## src/rtl/input_interface_if.sv

```systemverilog
// Byte-in / block-out bundle between the host, input_interface and the round engine.
// Key ports are present only when KEY_LOAD_EN is defined.
interface input_interface_if #(
    parameter int unsigned DATA_W      = 8,
    parameter int unsigned BLOCK_BYTES = 16
);
    localparam int unsigned BLOCK_W = DATA_W * BLOCK_BYTES;

    logic [DATA_W-1:0]  data_in;
    logic               data_valid;
    logic               input_ready;
    logic               engine_ready;
    logic [BLOCK_W-1:0] plaintext;
    logic               plaintext_valid;
    logic               overrun;
`ifdef KEY_LOAD_EN
    logic               key_load;
    logic [BLOCK_W-1:0] key_out;
    logic               key_valid;

    // Host and engine side of the link.
    modport master (
        output data_in, data_valid, engine_ready, key_load,
        input  input_ready, plaintext, plaintext_valid, overrun, key_out, key_valid
    );

    // Block assembler side of the link.
    modport slave (
        input  data_in, data_valid, engine_ready, key_load,
        output input_ready, plaintext, plaintext_valid, overrun, key_out, key_valid
    );
`else
    // Host and engine side of the link.
    modport master (
        output data_in, data_valid, engine_ready,
        input  input_ready, plaintext, plaintext_valid, overrun
    );

    // Block assembler side of the link.
    modport slave (
        input  data_in, data_valid, engine_ready,
        output input_ready, plaintext, plaintext_valid, overrun
    );
`endif
endinterface

```

## src/rtl/input_interface.sv

```systemverilog
// Byte-serial AES front end: packs 16 host bytes (first byte MSB) into a 128-bit block and
// hands it to the engine through a one-deep valid/ready slot. Optional key path: KEY_LOAD_EN.
module input_interface #(
    parameter int unsigned DATA_W      = 8,
    parameter int unsigned BLOCK_BYTES = 16
) (
    input  logic             clk,
    input  logic             rst_,
    input_interface_if.slave bus
);
    localparam int unsigned      BLOCK_W  = DATA_W * BLOCK_BYTES;
    localparam int unsigned      CNT_W    = $clog2(BLOCK_BYTES + 1);
    localparam logic [CNT_W-1:0] LAST_IDX = CNT_W'(BLOCK_BYTES - 1);

    typedef enum logic {
        S_COLLECT = 1'b0,
        S_FULL    = 1'b1
    } state_t;

    state_t             r_state;
    state_t             w_next_state;

    logic [BLOCK_W-1:0] r_shift;
    logic [CNT_W-1:0]   r_cnt;
    logic               r_input_ready;
    logic [BLOCK_W-1:0] r_plaintext;
    logic               r_pt_valid;
    logic               r_overrun;

    logic               w_accept;
    logic               w_last_byte;
    logic               w_slot_free;
    logic               w_transfer;
    logic               w_key_fire;
    logic               w_block_done;

`ifdef KEY_LOAD_EN
    logic               r_key_tag;
    logic [BLOCK_W-1:0] r_key_out;
    logic               r_key_valid;
`endif

    assign w_accept    = bus.data_valid & r_input_ready;
    assign w_last_byte = w_accept && (r_cnt == LAST_IDX);
    // Slot can take a new block if empty or if the engine drains it on this same edge.
    assign w_slot_free = ~r_pt_valid | bus.engine_ready;

    // State register.
    always_ff @(posedge clk or negedge rst_) begin
        if (!rst_) begin
            r_state <= S_COLLECT;
        end else begin
            r_state <= w_next_state;
        end
    end

    // Next-state logic.
    always_comb begin
        w_next_state = r_state;
        case (r_state)
            S_COLLECT: if (w_last_byte)  w_next_state = S_FULL;
            S_FULL:    if (w_block_done) w_next_state = S_COLLECT;
            default:   w_next_state = S_COLLECT;
        endcase
    end

    // Output decode: where a completed block goes this cycle.
    always_comb begin
        w_transfer = 1'b0;
        w_key_fire = 1'b0;
        if (r_state == S_FULL) begin
`ifdef KEY_LOAD_EN
            // Key blocks bypass the slot and never wait on the engine.
            if (r_key_tag) begin
                w_key_fire = 1'b1;
            end else begin
                w_transfer = w_slot_free;
            end
`else
            w_transfer = w_slot_free;
`endif
        end
        w_block_done = w_transfer | w_key_fire;
    end

    // Byte assembly, counter and ready.
    always_ff @(posedge clk or negedge rst_) begin
        if (!rst_) begin
            r_shift       <= '0;
            r_cnt         <= '0;
            r_input_ready <= 1'b0;
        end else begin
            r_input_ready <= (w_next_state == S_COLLECT);
            if (w_accept) begin
                r_shift <= {r_shift[BLOCK_W-DATA_W-1:0], bus.data_in};
                r_cnt   <= r_cnt + CNT_W'(1);
            end else if (w_block_done) begin
                r_cnt   <= '0;
            end
        end
    end

    // Holding slot toward the engine.
    always_ff @(posedge clk or negedge rst_) begin
        if (!rst_) begin
            r_plaintext <= '0;
            r_pt_valid  <= 1'b0;
        end else begin
            if (w_transfer) begin
                r_plaintext <= r_shift;
                r_pt_valid  <= 1'b1;
            end else if (r_pt_valid && bus.engine_ready) begin
                r_pt_valid  <= 1'b0;
            end
        end
    end

    // Sticky protocol error: a byte offered while not ready is dropped.
    always_ff @(posedge clk or negedge rst_) begin
        if (!rst_) begin
            r_overrun <= 1'b0;
        end else if (bus.data_valid && !r_input_ready) begin
            r_overrun <= 1'b1;
        end
    end

`ifdef KEY_LOAD_EN
    // Key tag latched with byte 0; key output strobed for one cycle.
    always_ff @(posedge clk or negedge rst_) begin
        if (!rst_) begin
            r_key_tag   <= 1'b0;
            r_key_out   <= '0;
            r_key_valid <= 1'b0;
        end else begin
            r_key_valid <= w_key_fire;
            if (w_key_fire) begin
                r_key_out <= r_shift;
            end
            if (w_accept && (r_cnt == '0)) begin
                r_key_tag <= bus.key_load;
            end
        end
    end

    assign bus.key_out   = r_key_out;
    assign bus.key_valid = r_key_valid;
`endif

    assign bus.input_ready     = r_input_ready;
    assign bus.plaintext       = r_plaintext;
    assign bus.plaintext_valid = r_pt_valid;
    assign bus.overrun         = r_overrun;

endmodule

```

## src/flat_wrapper.sv

```systemverilog
// flat-port wrapper written by rule: the top's interface ports become plain ports
module input_interface_flat 
#(
    parameter int unsigned DATA_W      = 8,
    parameter int unsigned BLOCK_BYTES = 16
)
  (clk, rst_, bus_data_in, bus_data_valid, bus_engine_ready, bus_input_ready, bus_plaintext, bus_plaintext_valid, bus_overrun);
  input_interface_if #(.DATA_W(DATA_W), .BLOCK_BYTES(BLOCK_BYTES)) bus_i ();
  input  logic clk;
  input  logic rst_;
  input wire logic [$bits(bus_i.data_in)-1:0] bus_data_in;
  input wire logic [$bits(bus_i.data_valid)-1:0] bus_data_valid;
  input wire logic [$bits(bus_i.engine_ready)-1:0] bus_engine_ready;
  output wire logic [$bits(bus_i.input_ready)-1:0] bus_input_ready;
  output wire logic [$bits(bus_i.plaintext)-1:0] bus_plaintext;
  output wire logic [$bits(bus_i.plaintext_valid)-1:0] bus_plaintext_valid;
  output wire logic [$bits(bus_i.overrun)-1:0] bus_overrun;
  assign bus_i.data_in = bus_data_in;
  assign bus_i.data_valid = bus_data_valid;
  assign bus_i.engine_ready = bus_engine_ready;
  assign bus_input_ready = bus_i.input_ready;
  assign bus_plaintext = bus_i.plaintext;
  assign bus_plaintext_valid = bus_i.plaintext_valid;
  assign bus_overrun = bus_i.overrun;
  input_interface #(.DATA_W(DATA_W), .BLOCK_BYTES(BLOCK_BYTES)) u_core (.clk(clk), .rst_(rst_), .bus(bus_i));
endmodule
```

## config.mk

```make
export PLATFORM = sky130hd
export DESIGN_NAME = input_interface_flat
export DESIGN_NICKNAME = d
export VERILOG_FILES = /design/src/rtl/input_interface_if.sv /design/src/rtl/input_interface.sv /design/src/flat_wrapper.sv
export SDC_FILE = /design/constraint.sdc
export NUM_CORES = 1
export LEC_CHECK = 0
export BUFFER_PORTS_ARGS = -buffer_cell sky130_fd_sc_hd__buf_2
export CAP_MARGIN = 10
export CORE_MARGIN = 8
export CORE_UTILIZATION = 41
export DETAILED_ROUTE_END_ITERATION = 16
export PLACE_DENSITY = 0.72
export SETUP_SLACK_MARGIN = 0.05
export SYNTH_ARGS = -nofsm -noshare
export SYNTH_HDL_FRONTEND = slang
export SYNTH_SLANG_ARGS = --single-unit
export TNS_END_PERCENT = 30
```

## constraint.sdc

```tcl
create_clock -name clk -period 1.7 [get_ports clk]
set_input_delay 0.34 -clock clk [delete_from_list [all_inputs] [get_ports clk]]
set_output_delay 0.34 -clock clk [all_outputs]
set_load 0.01 [all_outputs]
```

-- Yosys cells after proc, flatten, opt, wreduce, memory -nomap -nowiden
Index checks and enable logic that the tools add are counted.
- add/subtract/negate cells: 1
- eq/ne operators: 1
- multiplexer cells: 8
- bitwise operators: 5
- reduce and logical (&&, ||, !) cells: 6
- operators by type and width (cell ; count):
    $mux 5 ; 2
    $add 5x1->5 const B ; 1
    $eq 5x4->1 const B ; 1
    $mux 1 ; 5
    $reduce_bool 2->1 ; 2
    $logic_and 1x1->1 ; 3
    $not 1->1 ; 3
    $pmux 1 s2 ; 1
    $and 1x1->1 ; 1
    $logic_not 1->1 ; 1
    $or 1x1->1 ; 1
- register bits after elaboration: 265
- bits of input ports: 12
- output and inout port bits: 131
- logic and storage cells: 28

-- Depth between registers and ports, before layout
- depth after elaboration: 6
- gate-level depth with buffers: 6
- mapped depth without buffers: 5

-- Worst setup path before layout
Ideal clock, no wire load.
- path type: register -> register
- start: register u_core.r_pt_valid, in the netlist u_core.bus.plaintext_valid
- end: register u_core.r_plaintext[77], in the netlist u_core.bus.plaintext[77]
- library setup time: 0.125 ns
- data arrival time: 1.342 ns
- required time: 1.575 ns
- setup slack: 0.233 ns
- cell stages (with the launch flop): 7
- path buffers: 3
- period minus slack after synthesis: 1.467 ns
- cells stage by stage: dfrtp_1 nand2b_4 and2_4 buf_6 buf_6 buf_6 mux2_4
- longest elaborated chain between the ends: 3
- RTL lines (what ; line ; source):
    start: declaration ; input_interface.sv:27 ; logic r_pt_valid;
    start signal: assignment ; input_interface.sv:107 ; r_pt_valid <= 1'b0;
    start signal: assignment ; input_interface.sv:111 ; r_pt_valid <= 1'b1;
    start signal: assignment ; input_interface.sv:113 ; r_pt_valid <= 1'b0;
    $not 1->1 ; input_interface.sv:46 ; assign w_slot_free = ~r_pt_valid | bus.engine_ready;
    $or 1x1->1 ; input_interface.sv:46 ;
    $mux 1 ; input_interface.sv:71 ; if (r_state == S_FULL) begin
    end signal: assignment ; input_interface.sv:110 ; r_plaintext <= r_shift;
    end: declaration ; input_interface.sv:26 ; logic [BLOCK_W-1:0] r_plaintext;
No other way between the ends.
A chain may end at the register's enable or synchronous reset.

-- Worst setup path after layout
- start: register u_core.r_input_ready, in the netlist u_core.bus.input_ready
- end: register u_core.r_shift[53]
- longest elaborated chain between the ends: 1
- RTL lines (what ; line ; source):
    start: declaration ; input_interface.sv:25 ; logic r_input_ready;
    start signal: assignment ; input_interface.sv:93 ; r_input_ready <= (w_next_state == S_COLLECT);
    $and 1x1->1 ; input_interface.sv:43 ; assign w_accept = bus.data_valid & r_input_ready;
    end signal: assignment ; input_interface.sv:95 ; r_shift <= {r_shift[BLOCK_W-DATA_W-1:0], bus.data_in};
    end: declaration ; input_interface.sv:23 ; logic [BLOCK_W-1:0] r_shift;
No other way between the ends.

==> results by stage <==
Timing:
- The tightest slew margin relative to the limit is 0.6649.
- Setup repair after global routing left no endpoint under its margin.
- The final clock period utilization by the worst path is 0.8912.
- In the final timing run, aggregate negative setup slack is 0 ns.
- The count of final setup violators is 0.
- The final hold violation count is 0.
- The worst hold slack is approximately 0.046 ns.
- The total count of max-transition violations in the final report is 0.
- The slew at the pin closest to its max-slew limit is 0.5014 ns.
- After layout, the minimum clock period comes to 1.515 ns.
- Clock skew on the completed layout was measured at 0.01305 ns.
- The highest clock frequency the design can meet is about 0.66 GHz.

Finish:
- The layout filler cell count is 2000.
- The share of the core filled with cells is 0.5067.
- In the final design database the tool counted roughly 760 nets.
- Compared with the post-synthesis result, the final layout area differs by 22.30%.
- The number of standard cells in the layout, taps in and fillers out is 1091.
- The number of antenna repair diodes is 0.
- Of the cells placed in the final design, the portion with a size suffix greater than 1 is 0.6128.

Synthesis:
- After technology mapping, the gate count stands at 580.
- The synthesized netlist contains 22 unique library cells.
- In this run, synthesis inferred 0 flip-flops with an integrated enable.
- After synthesis, the most frequently instantiated cells are sky130_fd_sc_hd__dfrtp_1, sky130_fd_sc_hd__mux2_2, sky130_fd_sc_hd__mux2_4, sky130_fd_sc_hd__buf_2, sky130_fd_sc_hd__buf_4.
- The share of flip-flops with an asynchronous set or reset after synthesis is 1.000.
- Of the post-synthesis cell area, the dominant cell type holds 0.6621.
- By instance count, the leading cell after synthesis is sky130_fd_sc_hd__dfrtp_1.
- The synthesized netlist net count is between 500 and 600.
- In the post-synthesis netlist, the biggest area contributors are sky130_fd_sc_hd__dfrtp_1, sky130_fd_sc_hd__mux2_2, sky130_fd_sc_hd__mux2_4.
- The synthesis warning total is 0.
- The average footprint of a synthesized cell is 17.27 µm².
- The sequential share of the synthesized area is 0.6621.
- Of all cell types, the one taking the most synthesized area is sky130_fd_sc_hd__dfrtp_1.
- The most instantiated flip-flop cell in the synthesis netlist is sky130_fd_sc_hd__dfrtp_1.
- The mapped netlist covers 0.01002 mm².
- Counting flops and latches in the post-synthesis netlist gives 265.

Power and ir drop:
- Across the VDD grid, the largest voltage drop is roughly 1.6 mV.
- Summed over all cells, the static leakage comes to 5.668 nW.
- The power per unit of standard cell area is 2054 mW/mm².

Placement:
- Including well taps, the total number of placed cells is 1042.
- The HPWL after detailed placement is ~13 mm.
- Port buffering added 142 buffers.
- The routability congestion estimate is 0.6934.

Clock tree:
- For the worst-skew pair, the clock arrives at the later sink with an insertion delay of 0.53 ns.
- The root buffer cell chosen for the clock tree is sky130_fd_sc_hd__clkbuf_16.
- No sink is reached through more buffers than the 3 on the longest clock path.
- Clock-pin slew was measured on the worst setup and hold paths at 0.06 ns.
- Counting the buffers created by CTS gives 27.
- The number of sinks on the clock net is 265.
- Once the clock tree was built, the resizer swapped 0 gates to a different size.
- The H-tree depth is 1.
- TritonCTS built the clock tree.

Setup path:
- In this run the critical register-to-register path is captured at u_core.r_shift[53].
- The startpoint-to-endpoint class of the critical path is reg -> reg.
- The worst setup path is launched from a flop.
- The critical register-to-register path startpoint is u_core.bus.input_ready.
- STA classifies the critical path endpoint as a flop.
- Counting cells, the worst reg-to-reg path comes to 4.
- The largest fanout on the critical path is 26.
- The endpoint required time on the critical path is 2.11 ns.
- The beginning of the critical path is u_core.bus.input_ready.
- The setup check on the worst reg-to-reg path leaves a slack of 0.18 ns.
- STA puts the critical path data arrival time at 1.92 ns.
- The end point of the critical path is u_core.r_shift[53].

Routing:
- Before antenna repair, the detailed router went through 4 iterations.
- The count of nets left with antenna violations once routing finished came out at 0.
- The detailed router's first-iteration violation count is 311.
- In the final routed layout, each cell accounts on average for 17.48 µm.
- In the routed design, unresolved DRC markers number 0.
- The total via count after detailed routing is 5252.
- The overall routed net length is approximately 19 mm.
- The detail-routed via count per cell is between 4 and 5.

GRT:
- The first-pass GRT wire length is about 31 mm.
- After global routing the overflow that remains totals 0.
- The aggregate global-route resource usage is 0.1312.
- Entering global routing, the biggest net connects 58 pins.
- The via count of the first global-routing pass is 5665.
- The number of antenna violations at the first check in global routing was 0.

Worst hold path:
- The hold-critical path depth is 2.
- The min-delay analysis places its worst path in the category in -> reg.

Floorplanning:
- The die is 172.3 µm wide.
- The y dimension of the die is 172.3 µm.
- The I/O pin count is 143.
- The number of standard-cell rows in the floorplan is 57.
- The floorplan step defined a die boundary enclosing 0.02969 mm².
- The core region is around 0.024 mm².
- The effective utilization at floorplan is 0.4143.

Outcome:
- The run finished with clean final reports.

Run:
- The reported max-cap violation count is 0.
[critical path: stages, from the launching register on]
cell	delay, ns
sky130_fd_sc_hd__dfrtp_1	0.45
sky130_fd_sc_hd__and2_4	0.21
sky130_fd_sc_hd__buf_12	0.15
sky130_fd_sc_hd__buf_12	0.20
sky130_fd_sc_hd__mux2_2	0.36
[logic make-up (layout without fill, tap and decap cells)]
logic type               Yosys count  in the layout  synth area share
buffers and inverters             32            219           0.02136
AO/OA/AOI/OAI                      9              9          0.005996
flip-flops                       265            265            0.6621
AND/OR/NAND/NOR                   15             15          0.008618
multiplexers                     257            257            0.2994
adder cells (fa/ha/maj)            2              2          0.002498
[placed cells by master (no fill, tap or decap)]
master / count
sky130_fd_sc_hd__buf_8: 1
sky130_fd_sc_hd__clkbuf_16: 27
sky130_fd_sc_hd__inv_1: 3
sky130_fd_sc_hd__a21oi_1: 1
sky130_fd_sc_hd__inv_6: 1
sky130_fd_sc_hd__a21o_1: 1
sky130_fd_sc_hd__buf_12: 13
sky130_fd_sc_hd__o21ai_0: 3
sky130_fd_sc_hd__dlygate4sd3_1: 1
sky130_fd_sc_hd__nand2b_4: 1
sky130_fd_sc_hd__buf_2: 141
sky130_fd_sc_hd__dfrtp_1: 265
sky130_fd_sc_hd__clkinv_4: 1
sky130_fd_sc_hd__a221o_1: 1
sky130_fd_sc_hd__mux2_4: 28
sky130_fd_sc_hd__clkinv_2: 3
sky130_fd_sc_hd__bufinv_16: 5
sky130_fd_sc_hd__clkbuf_8: 4
sky130_fd_sc_hd__o22ai_1: 1
sky130_fd_sc_hd__o21a_1: 1
sky130_fd_sc_hd__clkbuf_1: 5
sky130_fd_sc_hd__nor3_1: 1
sky130_fd_sc_hd__nand3_1: 1
sky130_fd_sc_hd__buf_4: 12
sky130_fd_sc_hd__and2_4: 2
sky130_fd_sc_hd__clkinvlp_4: 2
sky130_fd_sc_hd__mux2_2: 229
sky130_fd_sc_hd__and3_1: 4
sky130_fd_sc_hd__ha_1: 2
sky130_fd_sc_hd__o22a_1: 1
sky130_fd_sc_hd__nand2_1: 6
[registers in the layout, indices dropped and copies added (netlist names)]
signal / flops
u_core.bus.input_ready: 1
u_core.bus.overrun: 1
u_core.bus.plaintext: 128
u_core.bus.plaintext_valid: 1
u_core.r_cnt: 5
u_core.r_shift: 128
u_core.r_state: 1
[repair_timing]
action,CTS,global route
buffers inserted,0,0
setup endpoints to repair,0,0
hold endpoints to repair,40,0
hold buffers,1,0
[per-stage QoR]
step	power [mW]	setup slack, ns	area (µm²)
finish	25.16	0.1849	12250
global route	26.78	0.1091	12250
CTS	25.64	0.1716	12250
detailed placement	19.24	0.1149	11290
global placement	18.94	0.1451	11290
floorplan	15.98	0.2333	10020
[how the worst min path moves through the flow]
stage                   startpoint                        end
floorplan                     rst_     u_core.bus.input_ready
global placement              rst_  u_core.bus.plaintext[125]
detailed placement            rst_  u_core.bus.plaintext[125]
CTS                 bus_data_in[0]          u_core.r_shift[0]
global route        bus_data_in[3]          u_core.r_shift[3]
finish              bus_data_in[0]          u_core.r_shift[0]
[power by group]
part	switching [mW]	internal [mW]
Combinational	2.94	4.42
Clock	2.39	3.85
Sequential	2.13	9.44
[routing by layer]
metal,track usage,share of wire,vias to the layer above
li1,-,-,2394
met5,0,0,-
met3,0.03539,0.070,32
met4,0.03261,0.022,0
met2,0.2132,0.47,124
met1,0.1724,0.44,2702
[area by class of cell]
class                      count  area [µm²]  area share
sequential                   265        6631      0.5414
tap                          324       405.4     0.03310
multi-input combinational    283        3173      0.2590
inverter                       3       11.26   0.0009193
clock buffer                  36       749.5     0.06119
clock inverter                12       197.7     0.01614
timing repair buffer         168        1081     0.08825
(Power assumes the default switching activity.)
